File: src/rtl/axis_fcs_check.sv
// axis_fcs_check
//   Checks the IEEE CRC-32 frame check sequence of AXI-Stream frames. When
//   STRIP_FCS=1, it also removes the 4 trailing FCS bytes from each frame.
//   The stream has no backpressure. Every accepted beat leaves one cycle later
//   or sits in a one-beat hold register.
//
// Parameters
//   STRIP_FCS       1 = strip the 4 FCS bytes and drop runt frames (<= 4 bytes);
//                   0 = pass every beat through unchanged
//
// Ports
//   clock           rising-edge clock
//   aresetn         synchronous, active-low reset
//   saxis_tdata     input frame bytes, byte 0 in [7:0]
//   saxis_tvalid    input beat valid (no tready)
//   saxis_tkeep     input byte enables, contiguous from bit 0
//   saxis_tlast     input last beat of frame
//   saxis_tuser     input upstream error flag (last beat only)
//   maxis_*         checked output frame, same conventions, all registered
//   stat_fcs_error  one-cycle pulse with the last output beat of a bad-FCS frame
//   stat_runt       one-cycle pulse per discarded runt frame
module axis_fcs_check #(
  parameter int STRIP_FCS = 1
) (
  input  logic        clock,
  input  logic        aresetn,
  input  logic [63:0] saxis_tdata,
  input  logic        saxis_tvalid,
  input  logic [7:0]  saxis_tkeep,
  input  logic        saxis_tlast,
  input  logic        saxis_tuser,
  output logic [63:0] maxis_tdata,
  output logic        maxis_tvalid,
  output logic [7:0]  maxis_tkeep,
  output logic        maxis_tlast,
  output logic        maxis_tuser,
  output logic        stat_fcs_error,
  output logic        stat_runt
);

  localparam logic [31:0] CRC_INIT    = 32'hFFFF_FFFF;
  localparam logic [31:0] CRC_RESIDUE = 32'hDEBB_20E3;
  localparam logic [31:0] CRC_POLY    = 32'hEDB8_8320;

  // Reflected CRC-32 over the kept bytes of one beat, one bit at a time, LSB first.
  function automatic logic [31:0] crcUpdate(input logic [31:0] crcIn,
                                            input logic [63:0] data,
                                            input logic [7:0]  keep);
    logic [31:0] c;
    c = crcIn;
    for (int b = 0; b < 8; b++) begin
      if (keep[b]) begin
        for (int i = 0; i < 8; i++) begin
          c = (c[0] ^ data[8*b+i]) ? ((c >> 1) ^ CRC_POLY) : (c >> 1);
        end
      end
    end
    return c;
  endfunction

  function automatic logic [3:0] keepCount(input logic [7:0] keep);
    logic [3:0] n;
    n = 4'd0;
    for (int b = 0; b < 8; b++) begin
      n = n + {3'd0, keep[b]};
    end
    return n;
  endfunction

  logic [31:0] crc_q, crc_d;

  // Hold register H. It delays the stream by one beat, so the FCS bytes of a
  // short last beat can be trimmed from the beat before it.
  logic        hValid_q, hValid_d;
  logic        hFinal_q, hFinal_d;
  logic [63:0] hData_q, hData_d;
  logic [7:0]  hKeep_q, hKeep_d;
  logic        hUser_q, hUser_d;
  logic        hBad_q, hBad_d;

  logic        oValid_q, oValid_d;
  logic [63:0] oData_q, oData_d;
  logic [7:0]  oKeep_q, oKeep_d;
  logic        oLast_q, oLast_d;
  logic        oUser_q, oUser_d;
  logic        fcsErr_q, fcsErr_d;
  logic        runt_q, runt_d;

  logic [31:0] crcNext;
  logic [3:0]  beatBytes;
  logic        fcsBad;
  logic        frameErr;
  logic        holdOpen;
  logic [7:0]  trimKeep;
  logic [7:0]  mergeKeep;

  assign crcNext   = crcUpdate(crc_q, saxis_tdata, saxis_tkeep);
  assign beatBytes = keepCount(saxis_tkeep);
  assign fcsBad    = (crcNext != CRC_RESIDUE);
  assign frameErr  = fcsBad | saxis_tuser;
  // A final H beat belongs to the previous frame. It always leaves this
  // cycle, so only a non-final H counts as part of the current frame.
  assign holdOpen  = hValid_q & ~hFinal_q;
  // Last beat with n > 4: keep n-4 bytes (shift 7..4 gives 0x01..0x0F).
  assign trimKeep  = 8'hFF >> (4'd12 - beatBytes);
  // Last beat with n <= 4 folds into H, which keeps 4+n bytes (0x1F..0xFF).
  assign mergeKeep = 8'hFF >> (4'd4 - beatBytes);

  always_comb begin
    crc_d    = crc_q;
    hValid_d = hValid_q;
    hFinal_d = hFinal_q;
    hData_d  = hData_q;
    hKeep_d  = hKeep_q;
    hUser_d  = hUser_q;
    hBad_d   = hBad_q;
    oValid_d = 1'b0;
    oData_d  = 64'h0;
    oKeep_d  = 8'h00;
    oLast_d  = 1'b0;
    oUser_d  = 1'b0;
    fcsErr_d = 1'b0;
    runt_d   = 1'b0;

    if (saxis_tvalid) begin
      crc_d = saxis_tlast ? CRC_INIT : crcNext;
    end

    if (STRIP_FCS == 0) begin
      if (saxis_tvalid) begin
        oValid_d = 1'b1;
        oData_d  = saxis_tdata;
        oKeep_d  = saxis_tkeep;
        oLast_d  = saxis_tlast;
        oUser_d  = saxis_tlast & frameErr;
        fcsErr_d = saxis_tlast & fcsBad;
      end
    end else begin
      if (hValid_q && hFinal_q) begin
        oValid_d = 1'b1;
        oData_d  = hData_q;
        oKeep_d  = hKeep_q;
        oLast_d  = 1'b1;
        oUser_d  = hUser_q;
        fcsErr_d = hBad_q;
        hValid_d = 1'b0;
        hFinal_d = 1'b0;
      end

      if (saxis_tvalid) begin
        if (!saxis_tlast || beatBytes > 4'd4) begin
          if (holdOpen) begin
            oValid_d = 1'b1;
            oData_d  = hData_q;
            oKeep_d  = hKeep_q;
          end
          hValid_d = 1'b1;
          hFinal_d = saxis_tlast;
          hData_d  = saxis_tdata;
          hKeep_d  = saxis_tlast ? trimKeep : saxis_tkeep;
          hUser_d  = saxis_tlast & frameErr;
          hBad_d   = saxis_tlast & fcsBad;
        end else if (holdOpen) begin
          oValid_d = 1'b1;
          oData_d  = hData_q;
          oKeep_d  = mergeKeep;
          oLast_d  = 1'b1;
          oUser_d  = frameErr;
          fcsErr_d = fcsBad;
          hValid_d = 1'b0;
          hFinal_d = 1'b0;
        end else begin
          runt_d = 1'b1;
        end
      end
    end
  end

  always_ff @(posedge clock) begin
    if (!aresetn) begin
      crc_q    <= CRC_INIT;
      hValid_q <= 1'b0;
      hFinal_q <= 1'b0;
      hData_q  <= 64'h0;
      hKeep_q  <= 8'h00;
      hUser_q  <= 1'b0;
      hBad_q   <= 1'b0;
      oValid_q <= 1'b0;
      oData_q  <= 64'h0;
      oKeep_q  <= 8'h00;
      oLast_q  <= 1'b0;
      oUser_q  <= 1'b0;
      fcsErr_q <= 1'b0;
      runt_q   <= 1'b0;
    end else begin
      crc_q    <= crc_d;
      hValid_q <= hValid_d;
      hFinal_q <= hFinal_d;
      hData_q  <= hData_d;
      hKeep_q  <= hKeep_d;
      hUser_q  <= hUser_d;
      hBad_q   <= hBad_d;
      oValid_q <= oValid_d;
      oData_q  <= oData_d;
      oKeep_q  <= oKeep_d;
      oLast_q  <= oLast_d;
      oUser_q  <= oUser_d;
      fcsErr_q <= fcsErr_d;
      runt_q   <= runt_d;
    end
  end

  assign maxis_tdata    = oData_q;
  assign maxis_tvalid   = oValid_q;
  assign maxis_tkeep    = oKeep_q;
  assign maxis_tlast    = oLast_q;
  assign maxis_tuser    = oUser_q;
  assign stat_fcs_error = fcsErr_q;
  assign stat_runt      = runt_q;

endmodule

File: config.mk
export PLATFORM = sky130hd
export DESIGN_NAME = axis_fcs_check
export DESIGN_NICKNAME = d
export VERILOG_FILES = /design/src/rtl/axis_fcs_check.sv
export SDC_FILE = /design/constraint.sdc
export NUM_CORES = 1
export LEC_CHECK = 0
export CAP_MARGIN = 20
export CORE_MARGIN = 2
export CORE_UTILIZATION = 32
export CTS_BUF_LIST = sky130_fd_sc_hd__clkbuf_4 sky130_fd_sc_hd__clkbuf_8
export CTS_CLUSTER_SIZE = 25
export DETAILED_ROUTE_END_ITERATION = 6
export SYNTH_ARGS = -nofsm -noshare
export SYNTH_HDL_FRONTEND = slang
export SYNTH_SLANG_ARGS = --single-unit
File: constraint.sdc
create_clock -name clock -period 21.4 [get_ports clock]
set_clock_uncertainty 0.2 [all_clocks]
set_input_delay 3.21 -clock clock [delete_from_list [all_inputs] [get_ports clock]]
set_output_delay 3.21 -clock clock [all_outputs]
set_load 0.1 [all_outputs]
Word-level counts from Yosys, hierarchy flattened
Cells that the tools add are included.

Add/sub/neg operators: 9. Magnitude comparators: 1. Equality and inequality tests: 1. Shifts and indexed selects: 2. Multiplexer cells: 104. Bitwise operators: 135. Reductions and logical operators: 5.

Operators by type and width (number): 32-bit 2-to-1 mux (73); 13-bit inverter with 14-bit output (64); 64-bit 2-to-1 mux (3); 1-bit bitwise XOR (64); 8-bit 2-to-1 mux (6); 32-bit != test, second input constant (1); 1-bit 2-to-1 mux (22); 4-bit by 1-bit adder with 4-bit output (4); 8-bit by 4-bit right shift with 8-bit output, first input constant (2); 3-bit by 1-bit adder with 4-bit output (1); 4-bit by 3-bit greater-than comparator with 1-bit output, second input constant (1); 3-bit by 4-bit subtractor with 4-bit output, first input constant (1); 4-bit subtractor, first input constant (1); 2-bit by 1-bit adder with 3-bit output (1); 1-bit bitwise AND (3); 1-bit inverter (3); 3-bit OR reduction (1); 1-bit by 1-bit adder with 2-bit output (1); 2-bit AND reduction (1); 1-bit logical AND (1); 1-bit logical NOT (1); 1-bit logical OR (1); 1-bit OR (1).

Register bits after elaboration: 185. Input bits: 77. Output and inout port bits: 77.

Depth between registers and ports, before layout
Gate-level depths: netlist of the first run.

Depth in word-level cells: 141. Mapped depth: 34.

Worst setup path before layout of the first run
Ideal clock, no wire load.

Path type: in2reg. Start: in saxis_tdata[2]. End: reg oUser_q, in the netlist maxis_tuser. Library setup time: 0.115 ns. Arrival time: 12.543 ns. Data required time: 21.085 ns. Path slack: 8.542 ns. Cell stages on the path: 31. Cells stage by stage: xor2_1 -> xnor3_1 -> mux2i_1 -> a2111o_1 -> buf_4 -> xnor3_2 -> mux2_2 -> o31ai_1 -> o211ai_1 -> a31oi_2 -> xor2_2 -> xnor3_2 -> xnor3_2 -> mux2_2 -> xnor2_2 -> xnor3_1 -> o21ai_4 -> xor2_1 -> xnor2_1 -> mux2_2 -> xor3_1 -> xor3_1 -> mux2i_4 -> xor2_4 -> xnor3_1 -> a21oi_1 -> nand4bb_1 -> or4b_4 -> nor4b_4 -> a311oi_1 -> o21ba_1.

Longest elaborated chain between the ends: 103.

Ends and longest elaborated chain: start: declaration (line 27) `input logic [63:0] saxis_tdata,`; 1-bit bitwise XOR * (line 54) `c = (c[0] ^ data[8*b+i]) ? ((c >> 1) ^ CRC_POLY) : (c >> 1);`; 32-bit 2-to-1 mux * (6 in series) (line 54); 32-bit 2-to-1 mux * (line 52) `if (keep[b]) begin`; 1-bit bitwise XOR (tied with other cells) (line 54); 32-bit 2-to-1 mux (tied with other cells) (line 54); 13-bit inverter with 14-bit output (no line) / 32-bit 2-to-1 mux (equally long branches); 32-bit 2-to-1 mux, on equally long branches (line 54, 52); 13-bit inverter with 14-bit output (no line) / 32-bit 2-to-1 mux (equally long branches); (+82 left out); 32-bit 2-to-1 mux / 13-bit inverter with 14-bit output (equally long branches); 32-bit 2-to-1 mux (line 54); 32-bit 2-to-1 mux * (line 52); 32-bit != test * (line 99) `assign fcsBad = (crcNext != CRC_RESIDUE);`; 1-bit OR * (line 100) `assign frameErr = fcsBad | saxis_tuser;`; 1-bit 2-to-1 mux * (line 163) `end else if (holdOpen) begin`; 1-bit 2-to-1 mux * (line 151) `if (!saxis_tlast || beatBytes > 4'd4) begin`; 1-bit 2-to-1 mux * (line 150) `if (saxis_tvalid) begin`; end signal: assignment (line 207) `oUser_q <= oUser_d;`; end: declaration (line 85) `logic oUser_q, oUser_d;`.

Every way passes the cells marked *. A chain may end at the register's enable or synchronous reset.

Worst setup path after layout of the first run
Start: in saxis_tdata[3]. End: reg oUser_q, in the netlist maxis_tuser.

Longest elaborated chain between the ends: 102.

Ends and longest elaborated chain (line): 1-bit bitwise XOR * (54); 32-bit 2-to-1 mux * (5 in series) (54); 32-bit 2-to-1 mux * (52); 32-bit 2-to-1 mux / 13-bit inverter with 14-bit output (equally long branches); 1-bit bitwise XOR (tied with other cells) (54); 32-bit 2-to-1 mux, on equally long branches (54, 52); 13-bit inverter with 14-bit output (no line) / 32-bit 2-to-1 mux (equally long branches); 32-bit 2-to-1 mux (54); (+82 left out); 13-bit inverter with 14-bit output (no line) / 32-bit 2-to-1 mux (equally long branches); 32-bit 2-to-1 mux (54); 32-bit 2-to-1 mux * (52); 32-bit != test * (99); 1-bit OR * (100); 1-bit 2-to-1 mux * (163); 1-bit 2-to-1 mux * (151); 1-bit 2-to-1 mux * (150).

Marked as above.

==> results of run 1 <==
[layout by cell type (no fill, tap or decap), types with 10 or more instances in the layout]
| cell type | instances |
|---|---|
| a211oi_1 | 18 |
| a21o_1 | 11 |
| a21oi_1 | 161 |
| and2_1 | 75 |
| and3_1 | 17 |
| buf_4 | 17 |
| clkbuf_8 | 17 |
| clkdlybuf4s50_1 | 145 |
| dfxtp_1 | 185 |
| inv_1 | 25 |
| mux2_2 | 25 |
| mux2i_1 | 121 |
| nand2_1 | 240 |
| nand2b_1 | 18 |
| nand3_1 | 24 |
| nor2_1 | 150 |
| nor3_1 | 30 |
| o211ai_1 | 20 |
| o21ai_0 | 41 |
| o22ai_1 | 26 |
| or2_2 | 10 |
| or3_1 | 11 |
| xnor2_1 | 268 |
| xnor2_2 | 24 |
| xnor3_1 | 102 |
| xor2_1 | 107 |
| xor3_1 | 24 |
[worst paths after layout]
path | startpoint | endpoint | slack, ns | cells after the start
setup reg to reg | crc_q[1] | maxis_tuser | 9.21 | 30
hold / removal | hData_q[58] | maxis_tdata[58] | 0.26 | 1
setup / recovery | saxis_tdata[3] | maxis_tuser | 6.59 | 31
hold reg to reg | hData_q[58] | maxis_tdata[58] | 0.26 | 1
[cells in the mapped netlist, types with 27 or more instances]
library cell | number | area (µm²)
a21oi_1 | 161 | 806
nor3_1 | 30 | 150
xnor2_1 | 268 | 2350
xor2_1 | 107 | 937
dfxtp_1 | 185 | 3700
xnor3_1 | 102 | 2300
nor2_1 | 151 | 567
o21ai_0 | 42 | 210
nand2_1 | 241 | 905
mux2i_1 | 121 | 1210
buf_1 | 27 | 101
clkbuf_1 | 82 | 308
and2_1 | 76 | 475
[final cells by class]
class                      count  area (µm²)  share of cell area
clock inverter                14         193             0.00899
timing repair buffer         170        1620              0.0756
tap                          765         957              0.0447
antenna                        1        2.50            0.000117
sequential                   185        3700               0.173
inverter                      28         105             0.00491
multi-input combinational   1744       14600               0.682
clock buffer                  18         241              0.0113
[critical path: cells and delay by family]
family          cells  cell delay (ns)
xor+xnor           13             6.14
compound gates      8             2.41
simple gates        5             1.49
mux                 4             1.26
buf+inv             1             0.56
[stage by stage]
step                instances  utilization  setup WS, ns  instance area [µm²]  hold WS (ns)
floorplan                2077            -          8.54                18900         0.225
global route             2924        0.369          6.15                21400         0.274
CTS                      2924        0.369          6.69                21400         0.256
finish                   2925        0.369          6.59                21400         0.255
detailed placement       2892        0.362          6.08                21000         0.241
global placement         2892        0.362          6.29                21000         0.235
[flip-flops by register name, summed over array words and instances (netlist names)]
register and cells:
crc_q 32, hBad_q 1, hData_q 64, hFinal_q 1, hKeep_q 8, hUser_q 1
hValid_q 1, maxis_tdata 64, maxis_tkeep 8, maxis_tlast 1, maxis_tuser 1, maxis_tvalid 1
stat_fcs_error 1, stat_runt 1
[kinds of logic after synthesis]
group / after synthesis / share of synthesized area
fa+ha+maj: 11 / 0.00889
compound gates: 388 / 0.137
flops: 185 / 0.196
xor+xnor: 546 / 0.374
buf+inv: 148 / 0.0308
simple gates: 644 / 0.164
mux: 155 / 0.0888
[metal layers]
layer  track usage  vias to the layer above  share of wire
li1              -                     7309              -
met2         0.332                      396           0.47
met1         0.268                     7392           0.46
met5             0                        -              0
met4        0.0647                        0          0.027
met3        0.0269                       79          0.042
==> flow_metrics.env, run 1 <==
export IMPL_via_per_inst=5.19
export IMPL_ys_flop_type="dfxtp_1"
export IMPL_crit_top_cell="xor3_1"
export IMPL_num_rows=88
export IMPL_nFillCells=5846
export IMPL_core_area_mm2=0.0580
export IMPL_drc=0
export IMPL_grt_max_degree=79
export IMPL_insertion_delay_ns=0.59
export IMPL_syn_inst=2077
export IMPL_slew_headroom=0.295
export IMPL_synth_seq_cells=185
export IMPL_gp_congestion=0.942
export IMPL_synth_cell_types=105
export IMPL_worstSetupEndpointType="flip-flop"
export IMPL_root_buffer="clkbuf_8"
export IMPL_grt_pass1_wl_mm=91.7
export IMPL_drtIter0Drc=1180
export IMPL_setup_tns_ns=0
export IMPL_required_ns=21.69
export IMPL_num_vias=15200
export IMPL_syn_cell_area_mm2=0.0189
export IMPL_grt_pass1_vias=14800
export IMPL_hpwl_mm=47.5
export IMPL_num_nets_final=2234
export IMPL_start_kind="primary input"
export IMPL_cts_sinks=185
export IMPL_drt_first_pass_iters=5
export IMPL_finalCritPeriodShare=0.692
export IMPL_wirelength_mm=60.8
export IMPL_critPathMaxStageDelay_ns=0.68
export IMPL_drive_gt1_frac=0.0843
export IMPL_overflow=0
export IMPL_wire_per_inst_um=20.8
export IMPL_hp_class="reg2reg"
export IMPL_avgSynthCellArea_um2=9.08
export IMPL_crit_path_top_delay_cell="xnor2_1"
export IMPL_cts_reportedPaths_clkPinSlew_ns=0.12
export IMPL_synth_edf_count=0
export IMPL_io_pins=154
export IMPL_finalHoldViolations=0
export IMPL_post_cts_buffers=0
export IMPL_ctsHoldBuffers=0
export IMPL_antenna_left=0
export IMPL_fmax_ghz=0.0675
export IMPL_grt_usage=0.200
export IMPL_finalSetupViolations=0
export IMPL_tightest_slew_ns=1.06
export IMPL_status="completed"
export IMPL_dieWidth_um=247
export IMPL_ys_warn_count=0
export IMPL_rsz0062_at_grt="no"
export IMPL_ys_seq_area_frac=0.196
export IMPL_slew_violations=0
export IMPL_path_class="in2reg"
export IMPL_cts_buffer_depth=2
export IMPL_antenna_found_initial=0
export IMPL_max_cap_viol_count=0
export IMPL_die_height_um=247
export IMPL_cts_htree_levels=4
export IMPL_syn_to_final_growth_pct=13.6
export IMPL_syn_nets=2165
export IMPL_async_flop_share=0
export IMPL_post_cts_resized=0
export IMPL_cts_tree="done"
export IMPL_crit_arrival_ns=15.10
export IMPL_numCtsBuffers=17
export IMPL_io_buffers=153
export IMPL_initial_core_util=0.325
export IMPL_fp_dieArea_mm2=0.0609
export IMPL_period_needed_ns=14.81
export IMPL_critPathMaxFanout=10
Power of run 1 is left out: the tool's default activity adds up to more than one toggle a clock period on the data nets, which glitch-free logic cannot reach.
==> run 2: changes to the inputs <==
clock period = 13.2 ns   (was 21.4 ns; I/O delays follow)
==> flow_metrics.env, run 2 (synthesized netlist as in run 1, its figures left out) <==
export IMPL_io_pins=154
export IMPL_drt_first_pass_iters=5
export IMPL_rrSetupSlack_ns=1.83
export IMPL_grt_pass1_vias=15100
export IMPL_worstSetupStartpoint="saxis_tdata[2]"
export IMPL_drive_gt1_frac=0.120
export IMPL_max_cap_viol_count=0
export IMPL_status="completed"
export IMPL_drc=0
export IMPL_io_buffers=153
export IMPL_num_nets_final=2321
export IMPL_path_class="in2reg"
export IMPL_numCtsBuffers=17
export IMPL_cts_reportedPaths_clkPinSlew_ns=0.11
export IMPL_cts_buffer_depth=2
export IMPL_rr_startpoint="crc_q[2]"
export IMPL_crit_arrival_ns=12.97
export IMPL_cts_sinks=185
export IMPL_hp_class="reg2reg"
export IMPL_ctsHoldBuffers=0
export IMPL_fmax_ghz=0.0787
export IMPL_antenna_left=0
export IMPL_finalCritPeriodShare=0.962
export IMPL_critPathMaxStageDelay_ns=0.64
export IMPL_r2r_cells=31
export IMPL_tightest_slew_ns=1.14
export IMPL_root_buffer="clkbuf_8"
export IMPL_gp_congestion=0.956
export IMPL_grt_max_degree=79
export IMPL_antenna_found_initial=1
export IMPL_cts_htree_levels=4
export IMPL_post_place_ws_ns=-0.0290
export IMPL_r2r_end="maxis_tuser"
export IMPL_cts_tree="done"
export IMPL_worstSetupEndpointType="flip-flop"
export IMPL_setup_slack_ns=0.499
export IMPL_core_area_mm2=0.0580
export IMPL_grt_usage=0.201
export IMPL_hold_path_depth=2
export IMPL_num_rows=88
export IMPL_finalHoldViolations=0
export IMPL_grt_pass1_wl_mm=92.4
export IMPL_hpwl_mm=47.8
export IMPL_num_vias=15400
export IMPL_start_kind="primary input"
export IMPL_initial_core_util=0.325
export IMPL_required_ns=13.47
export IMPL_crit_path_top_delay_cell="xnor3_1"
export IMPL_wirelength_mm=60.7
export IMPL_insertion_delay_ns=0.58
export IMPL_syn_to_final_growth_pct=16.9
export IMPL_dieWidth_um=247
export IMPL_crit_path_end="maxis_tuser"
export IMPL_mostFrequentLayoutCells="267 x xnor2_1, 240 x nand2_1, 185 x dfxtp_1, 161 x a21oi_1, 150 x nor2_1"
export IMPL_critPathMaxFanout=6
export IMPL_finalSetupViolations=0
export IMPL_via_per_inst=5.11
export IMPL_slew_violations=0
export IMPL_wire_per_inst_um=20.2
export IMPL_die_height_um=247
export IMPL_mostFrequentLayoutCell="xnor2_1"
export IMPL_drtIter0Drc=1026
export IMPL_slew_headroom=0.240
export IMPL_rsz0062_at_grt="no"
export IMPL_overflow=0
export IMPL_fp_dieArea_mm2=0.0609
export IMPL_period_needed_ns=12.70
-- run 2: changes by cell type in the layout (fill, tap and decap cells not counted), moves of 2 or more --
| cell | delta |
|---|---|
| buf_4 | +87 |
| clkbuf_8 | +2 |
| clkinv_4 | +3 |
| clkinv_8 | -5 |
| inv_6 | +2 |
-- run 2: worst min-delay path by stage --
stage | startpoint | end
3_5_place_dp | hData_q[2] | maxis_tdata[2]
4_1_cts | hData_q[59] | hData_q[59]
5_1_grt | hData_q[4] | hData_q[4]
6_report | hData_q[59] | hData_q[59]
2_1_floorplan | hKeep_q[6] | maxis_tkeep[6]
3_3_place_gp | hData_q[0] | maxis_tdata[0]
-- run 2: final cells by class --
cell class	instances	area [µm²]
Clock buffer	19	262
Sequential cell	185	3700
Inverter	28	105
Clock inverter	13	146
Timing Repair Buffer	257	2270
Multi-Input combinational cell	1744	14600
Fill cell	5809	36000
Antenna cell	1	2.50
Tap cell	765	957
-- run 2: through the flow --
step | hold slack [ns] | cells | area (µm²) | setup TNS (ns) | util
after floorplan | 0.225 | 2077 | 18900 | 0 | -
after global placement | 0.235 | 2979 | 21600 | 0 | 0.373
after detailed placement | 0.239 | 2979 | 21600 | -0.0361 | 0.373
after CTS | 0.256 | 3011 | 22000 | 0 | 0.380
after global routing | 0.269 | 3012 | 22100 | 0 | 0.380
final | 0.253 | 3012 | 22100 | 0 | 0.380
-- run 2: routing by layer --
layer  track usage  up-vias  routed length, µm
li1              -     7501                  -
met1         0.271     7459              28200
met2         0.339      387              29200
met3        0.0277       40               2400
met4        0.0443        0                897
met5             0        -                  0
-- run 2: worst max-delay path: cells and delay by family --
family | cells | cell delay [ns]
XOR/XNOR | 12 | 4.18
multiplexers | 5 | 1.82
buffers and inverters | 2 | 0.78
AND/OR/NAND/NOR | 5 | 1.95
AO/OA/AOI/OAI | 8 | 2.25
-- run 2: repair_timing --
| action | CTS | global route |
|---|---|---|
| resized for setup | 0 | 1 |
| setup endpoints to repair | 0 | 1 |
| setup buffers | 0 | 0 |
Power of run 2 is left out for the same reason.
